<file path="src/rtl/uart_transceiver.sv">
// uart_transceiver
//   Full-duplex UART on a single clock: a frame transmitter and an
//   oversampling receiver with framing-error detection and false-start
//   rejection. It sits between a host-side word interface and the pad-level
//   serial lines.
//
//   Frame format: start(0), data LSB first, optional parity, STOP_BITS x 1.
//   Every bit is held for CLOCKS_PER_BIT clock cycles.
//
// Ports
//   clk            in   system clock
//   reset          in   synchronous, active-high
//   enable         in   Tx start request, sampled when the transmitter is free
//   i_data         in   Tx payload (INPUT_DATA_WIDTH bits)
//   o_busy         out  Tx frame in progress
//   serial_out     out  Tx line, idle high
//   serial_in      in   Rx line, asynchronous
//   received_data  out  last received payload
//   data_is_valid  out  1-cycle pulse, received_data updated
//   rx_error       out  parity mismatch, qualified by data_is_valid
//   framing_error  out  stop bit sampled low, qualified by data_is_valid
//
// Build option
//   UART_LOOPBACK_EN  when defined, the Rx synchroniser is fed from serial_out
//                     internally and serial_in is ignored.
module uart_transceiver #(
  parameter int INPUT_DATA_WIDTH           = 8,
  parameter int PARITY_ENABLED             = 1,
  parameter int PARITY_TYPE                = 0,
  parameter int STOP_BITS                  = 1,
  parameter int CLOCKS_PER_BIT             = 8,
  parameter int NUMBER_OF_RX_SYNCHRONIZERS = 3
) (
  input  logic                        clk,
  input  logic                        reset,
  input  logic                        enable,
  input  logic [INPUT_DATA_WIDTH-1:0] i_data,
  output logic                        o_busy,
  output logic                        serial_out,
  input  logic                        serial_in,
  output logic [INPUT_DATA_WIDTH-1:0] received_data,
  output logic                        data_is_valid,
  output logic                        rx_error,
  output logic                        framing_error
);

  localparam int W  = INPUT_DATA_WIDTH;
  localparam int S  = NUMBER_OF_RX_SYNCHRONIZERS;
  localparam int CW = $clog2(CLOCKS_PER_BIT);
  localparam int BW = $clog2(W);

  localparam logic [CW-1:0] LAST_CYC  = CW'(CLOCKS_PER_BIT - 1);
  localparam logic [CW-1:0] HALF_CYC  = CW'(CLOCKS_PER_BIT / 2);
  localparam logic [BW-1:0] LAST_DATA = BW'(W - 1);
  localparam logic [BW-1:0] LAST_STOP = BW'(STOP_BITS - 1);

  localparam logic [2:0] ST_IDLE   = 3'd0;
  localparam logic [2:0] ST_START  = 3'd1;
  localparam logic [2:0] ST_DATA   = 3'd2;
  localparam logic [2:0] ST_PARITY = 3'd3;
  localparam logic [2:0] ST_STOP   = 3'd4;

  // ---------------------------------------------------------------- Tx
  logic [2:0]    r_tx_state;
  logic [CW-1:0] r_tx_cnt;
  logic [BW-1:0] r_tx_bit;
  logic [W-1:0]  r_tx_data;
  logic          r_tx_par;
  logic          r_serial_out;
  logic          r_busy;
  logic          w_tx_bit_end;
  logic          w_tx_accept;
  logic          w_tx_par;

  // A request in the last stop-bit cycle is taken immediately so that
  // back-to-back frames have no idle gap between stop and start bits.
  always_comb begin
    w_tx_bit_end = (r_tx_cnt == LAST_CYC);
    w_tx_accept  = enable && ((r_tx_state == ST_IDLE) ||
                   ((r_tx_state == ST_STOP) && w_tx_bit_end && (r_tx_bit == LAST_STOP)));
    w_tx_par     = (PARITY_TYPE != 0) ? ~^i_data : ^i_data;
  end

  always_ff @(posedge clk) begin
    if (reset) begin
      r_tx_state   <= ST_IDLE;
      r_tx_cnt     <= '0;
      r_tx_bit     <= '0;
      r_tx_data    <= '0;
      r_tx_par     <= 1'b0;
      r_serial_out <= 1'b1;
      r_busy       <= 1'b0;
    end else if (w_tx_accept) begin
      r_tx_state   <= ST_START;
      r_tx_cnt     <= '0;
      r_tx_bit     <= '0;
      r_tx_data    <= i_data;
      r_tx_par     <= w_tx_par;
      r_serial_out <= 1'b0;
      r_busy       <= 1'b1;
    end else if (r_tx_state != ST_IDLE) begin
      if (!w_tx_bit_end) begin
        r_tx_cnt <= r_tx_cnt + 1'b1;
      end else begin
        r_tx_cnt <= '0;
        case (r_tx_state)
          ST_START: begin
            r_tx_state   <= ST_DATA;
            r_tx_bit     <= '0;
            r_serial_out <= r_tx_data[0];
          end
          ST_DATA: begin
            if (r_tx_bit == LAST_DATA) begin
              r_tx_bit <= '0;
              if (PARITY_ENABLED != 0) begin
                r_tx_state   <= ST_PARITY;
                r_serial_out <= r_tx_par;
              end else begin
                r_tx_state   <= ST_STOP;
                r_serial_out <= 1'b1;
              end
            end else begin
              // Payload shifts right so the next bit is always at index 1.
              r_tx_bit     <= r_tx_bit + 1'b1;
              r_serial_out <= r_tx_data[1];
              r_tx_data    <= {1'b0, r_tx_data[W-1:1]};
            end
          end
          ST_PARITY: begin
            r_tx_state   <= ST_STOP;
            r_tx_bit     <= '0;
            r_serial_out <= 1'b1;
          end
          ST_STOP: begin
            if (r_tx_bit == LAST_STOP) begin
              r_tx_state   <= ST_IDLE;
              r_busy       <= 1'b0;
              r_serial_out <= 1'b1;
            end else begin
              r_tx_bit <= r_tx_bit + 1'b1;
            end
          end
          default: begin
            r_tx_state   <= ST_IDLE;
            r_busy       <= 1'b0;
            r_serial_out <= 1'b1;
          end
        endcase
      end
    end
  end

  assign serial_out = r_serial_out;
  assign o_busy     = r_busy;

  // ---------------------------------------------------------------- Rx
  logic          w_rx_in;
`ifdef UART_LOOPBACK_EN
  assign w_rx_in = r_serial_out;
`else
  assign w_rx_in = serial_in;
`endif

  logic [S-1:0]  r_sync;
  logic [2:0]    r_rx_state;
  logic [CW-1:0] r_rx_cnt;
  logic [BW-1:0] r_rx_bit;
  logic [W-1:0]  r_rx_shift;
  logic          r_rx_par;
  logic [W-1:0]  r_rx_data;
  logic          r_rx_valid;
  logic          r_rx_perr;
  logic          r_rx_ferr;
  logic          w_rx_bit;
  logic          w_rx_par_err;

  always_comb begin
    w_rx_bit     = r_sync[S-1];
    w_rx_par_err = (PARITY_ENABLED != 0) &&
                   (r_rx_par != ((PARITY_TYPE != 0) ? ~^r_rx_shift : ^r_rx_shift));
  end

  // The cycle counter runs modulo CLOCKS_PER_BIT from the detect cycle (count
  // 0), so every bit is sampled at its centre when the count hits half.
  always_ff @(posedge clk) begin
    if (reset) begin
      r_sync     <= '1;
      r_rx_state <= ST_IDLE;
      r_rx_cnt   <= '0;
      r_rx_bit   <= '0;
      r_rx_shift <= '0;
      r_rx_par   <= 1'b0;
      r_rx_data  <= '0;
      r_rx_valid <= 1'b0;
      r_rx_perr  <= 1'b0;
      r_rx_ferr  <= 1'b0;
    end else begin
      r_sync     <= {r_sync[S-2:0], w_rx_in};
      r_rx_valid <= 1'b0;
      r_rx_perr  <= 1'b0;
      r_rx_ferr  <= 1'b0;
      if (r_rx_state == ST_IDLE) begin
        if (!w_rx_bit) begin
          r_rx_state <= ST_START;
          r_rx_cnt   <= CW'(1);
        end
      end else begin
        r_rx_cnt <= (r_rx_cnt == LAST_CYC) ? '0 : r_rx_cnt + 1'b1;
        if (r_rx_cnt == HALF_CYC) begin
          case (r_rx_state)
            ST_START: begin
              r_rx_state <= w_rx_bit ? ST_IDLE : ST_DATA;
              r_rx_bit   <= '0;
            end
            ST_DATA: begin
              r_rx_shift <= {w_rx_bit, r_rx_shift[W-1:1]};
              if (r_rx_bit == LAST_DATA) begin
                r_rx_bit   <= '0;
                r_rx_state <= (PARITY_ENABLED != 0) ? ST_PARITY : ST_STOP;
              end else begin
                r_rx_bit <= r_rx_bit + 1'b1;
              end
            end
            ST_PARITY: begin
              r_rx_par   <= w_rx_bit;
              r_rx_state <= ST_STOP;
            end
            ST_STOP: begin
              r_rx_state <= ST_IDLE;
              r_rx_data  <= r_rx_shift;
              r_rx_valid <= 1'b1;
              r_rx_perr  <= w_rx_par_err;
              r_rx_ferr  <= !w_rx_bit;
            end
            default: r_rx_state <= ST_IDLE;
          endcase
        end
      end
    end
  end

  assign received_data = r_rx_data;
  assign data_is_valid = r_rx_valid;
  assign rx_error      = r_rx_perr;
  assign framing_error = r_rx_ferr;

endmodule

</file>
<file path="config.mk">
export PLATFORM = sky130hd
export DESIGN_NAME = uart_transceiver
export DESIGN_NICKNAME = d
export VERILOG_FILES = /design/src/rtl/uart_transceiver.sv
export SDC_FILE = /design/constraint.sdc
export NUM_CORES = 1
export LEC_CHECK = 0
export ABC_AREA = 1
export ABC_CLOCK_PERIOD_IN_PS = 1900
export BUFFER_PORTS_ARGS = -buffer_cell sky130_fd_sc_hd__buf_2
export CORE_ASPECT_RATIO = 1.4
export CORE_MARGIN = 10
export CORE_UTILIZATION = 58
export DETAILED_ROUTE_END_ITERATION = 12
export PLACE_DENSITY_LB_ADDON = 0.08
export SETUP_SLACK_MARGIN = 0.2
export SLEW_MARGIN = 25
export SYNTH_ARGS = -nofsm -noshare
export SYNTH_HDL_FRONTEND = slang
export SYNTH_SLANG_ARGS = --single-unit
export TNS_END_PERCENT = 1
</file>
<file path="constraint.sdc">
create_clock -name clk -period 1.9 [get_ports clk]
set_input_delay 0.095 -clock clk [delete_from_list [all_inputs] [get_ports clk]]
set_output_delay 0.095 -clock clk [all_outputs]
set_load 0.05 [all_outputs]
</file>
==> metrics.txt <==
critical path arrival=1790 ps; H-Tree Level Count=2; die footprint=around 7500 um2; Mapped Cells=~370; setup TNS=0 ps; clk root buf=clkbuf_8; num rows=28; Hold Crit Endpoint=r_tx_data[7]; number of synthesized register bits=52; EDFF count, synth=0; Synth area leader=dfxtp_1; hold path cells=3; DRT Wirelength=5.00 mm; largest buffer count on any clock path=2; count of cell types in the netlist=26; clk sinks=52; CP max FO=7; via density per instance=between 4 and 5; initial antenna violation count=0; vias in the first global route=approximately 2200; CP endpoint kind=flip-flop; status=finished, final reports clean; CP Class=flip-flop to flip-flop; Worst-path clk slew=approximately 90 ps; Seq/Total Area, Yosys=40.8%; first-pass GRT wire length=8.74 mm; crit share post-route=83.6%; DIE WIDTH=76.1 um; HPWL after DPL=3.71 mm; Total GRT Usage=a little over an eighth; CTS tree=built; Clk Latency, worst-skew pair=300 ps; Least-Margin Pin Slew=around 280 ps; hold crit path type=input port to flip-flop; LEAKAGE=1.39 nW; NetSw=0.000554 W; Routability Congestion=0.854; DRC viols=0; GR Overflow Total=0; Yosys top cell area share=40.8%; clk_skew=4.21 ps; critical path required time=around 2100 ps; Worst R2R End=received_data[5]; crit path time final=1590 ps; Initial Util=60.2%; Pre-antenna DRT Iters=4; area grow syn2layout=13.7%; cell area after synthesis=2550 um2; synth cell count leaders=nand2_1 (116), dfxtp_1 (52), inv_1 (42), a21oi_1 (36), nor2_1 (34); min-delay src=i_data[7]; Final #Nets=428; FF-to-FF setup slack=310 ps; vias post-DR=2292; sequential power share=55.6%; Logic pwr share=a little over an eighth; setup violators final=0; Syn Area/Cell=6.86 um2; r2r startpoint=r_rx_cnt[0]; I/O Buffers=24; Mapped Nets=394; top-count cell post-synth=nand2_1; worst hold slack=between 90 and 100 ps; top post-synthesis cells by area=dfxtp_1 (41%), nand2_1 (17%), a21oi_1 (7.1%); Clock Power Share=30.9%; max_slew headroom=81.7%; crit start category=flip-flop; # diodes=0; Max-Cap Viols=0; Most used DFF post-synth=dfxtp_1; pwr dens=714 nW/um2; Int Pwr=0.00152 W; Synth async-reset ratio=0%; DIE HEIGHT=roughly 98 um; Fmax=629 MHz; RSZ-0062 raised after global routing=yes; largest net degree at the start of global routing=22; synth warn=0; total CTS buffers=5; Slew Viols, Final=0; Top Ports=25; Starting DRT DRC Count=around 160; reg2reg path depth=9; peak supply drop=0.000600 V; core box area=4240 um2; drt wl/cell=~11 um; final hold viol count=0; Routed Antenna Nets=0; ratio of cells with drive above 1 in the final layout=15.5%; sw frac=26.7%
==> what timing repair did <==
| action | 4_1_cts | 5_1_grt |
|---|---|---|
| hold buffers | 1 | 0 |
| endpoints found under the hold margin | 1 | 0 |
| gates resized for setup | 1 | 5 |
| setup buffers | 0 | 5 |
| setup endpoints to repair | 8 | 19 |
| gates cloned | 0 | 0 |
| pin swaps | 0 | 1 |
==> through the flow <==
step	worst slack [ps]	instances	instance area, um2	power (W)	utilization, %
2_1_floorplan	422	372	2550	0.00138	-
3_3_place_gp	222	453	2740	0.00144	64.7
3_5_place_dp	157	453	2740	0.00145	64.7
4_1_cts	245	462	2850	0.00209	67.2
5_1_grt	170	467	2900	0.00218	68.4
6_report	311	467	2900	0.00207	68.4
==> layout by cell type, fill, tap and decap left out, drive strengths merged <==
cell / count
ha: 10
nand4: 1
buf: 33
xnor2: 4
clkinvlp: 1
nor3: 1
clkinv: 2
o211a: 1
inv: 44
dlygate4sd3: 1
dfxtp: 52
or2: 3
o21ai: 28
nor2: 37
a21oi: 36
nand2: 121
nand3b: 2
xor2: 4
clkbuf: 7
nand3: 19
==> metal layers <==
metal  GRT usage, %  vias to the layer above  share of wire (%)
li1               -                     1238                  -
met1           13.8                     1024                 44
met2           25.2                       20                 52
met3           3.09                       10                2.4
met4           6.89                        0                1.9
met5              0                        -                  0
==> cell families (layout without fill, tap and decap cells) <==
family,count (synthesis),count (layout),synth area share (%)
buf+inv,53,88,8.28
compound gates,65,65,13.4
flops,52,52,40.8
simple gates,184,184,29.9
fa+ha+maj,10,10,4.90
xor+xnor,8,8,2.74
==> area by class of cell <==
type	instances	area [um2]
inverters	45	173
clock buffers	6	82.6
clock inverters	2	10.0
well taps	60	75.1
multi-input cells	267	1320
flip-flops and latches	52	1040
fillers	403	1340
repair buffers	35	205
==> power by group through the flow <==
stage | logic (W) | clock network (W) | registers [W]
floorplan | 0.000197 | 0 | 0.00118
global placement | 0.000266 | 0 | 0.00118
detailed placement | 0.000274 | 0 | 0.00118
CTS | 0.000278 | 0.000663 | 0.00115
global route | 0.000323 | 0.000698 | 0.00116
finish | 0.000281 | 0.000640 | 0.00115
==> critical path, cell delays in order, from the launching register on <==
cell        delay, ps
dfxtp_1           370
inv_1              70
ha_1              200
nand2_1           120
inv_1              90
nand3_1           140
clkinvlp_4        110
clkbuf_4          180
o21ai_0           150
a21oi_1            50
==> how the worst max path moves through the flow <==
| stage | start | end | slack, ps | cells past startpoint |
|---|---|---|---|---|
| 2_1_floorplan | r_tx_cnt[0] | r_tx_data[5] | 420 | 11 |
| 3_3_place_gp | r_tx_cnt[0] | r_tx_data[0] | 220 | 10 |
| 3_5_place_dp | r_tx_cnt[0] | r_tx_data[2] | 160 | 10 |
| 4_1_cts | r_tx_cnt[0] | r_tx_data[7] | 240 | 9 |
| 5_1_grt | r_tx_cnt[0] | r_tx_data[5] | 170 | 10 |
| 6_report | r_rx_cnt[0] | received_data[5] | 310 | 9 |
No activity file was read; power rests on OpenSTA's default activity.
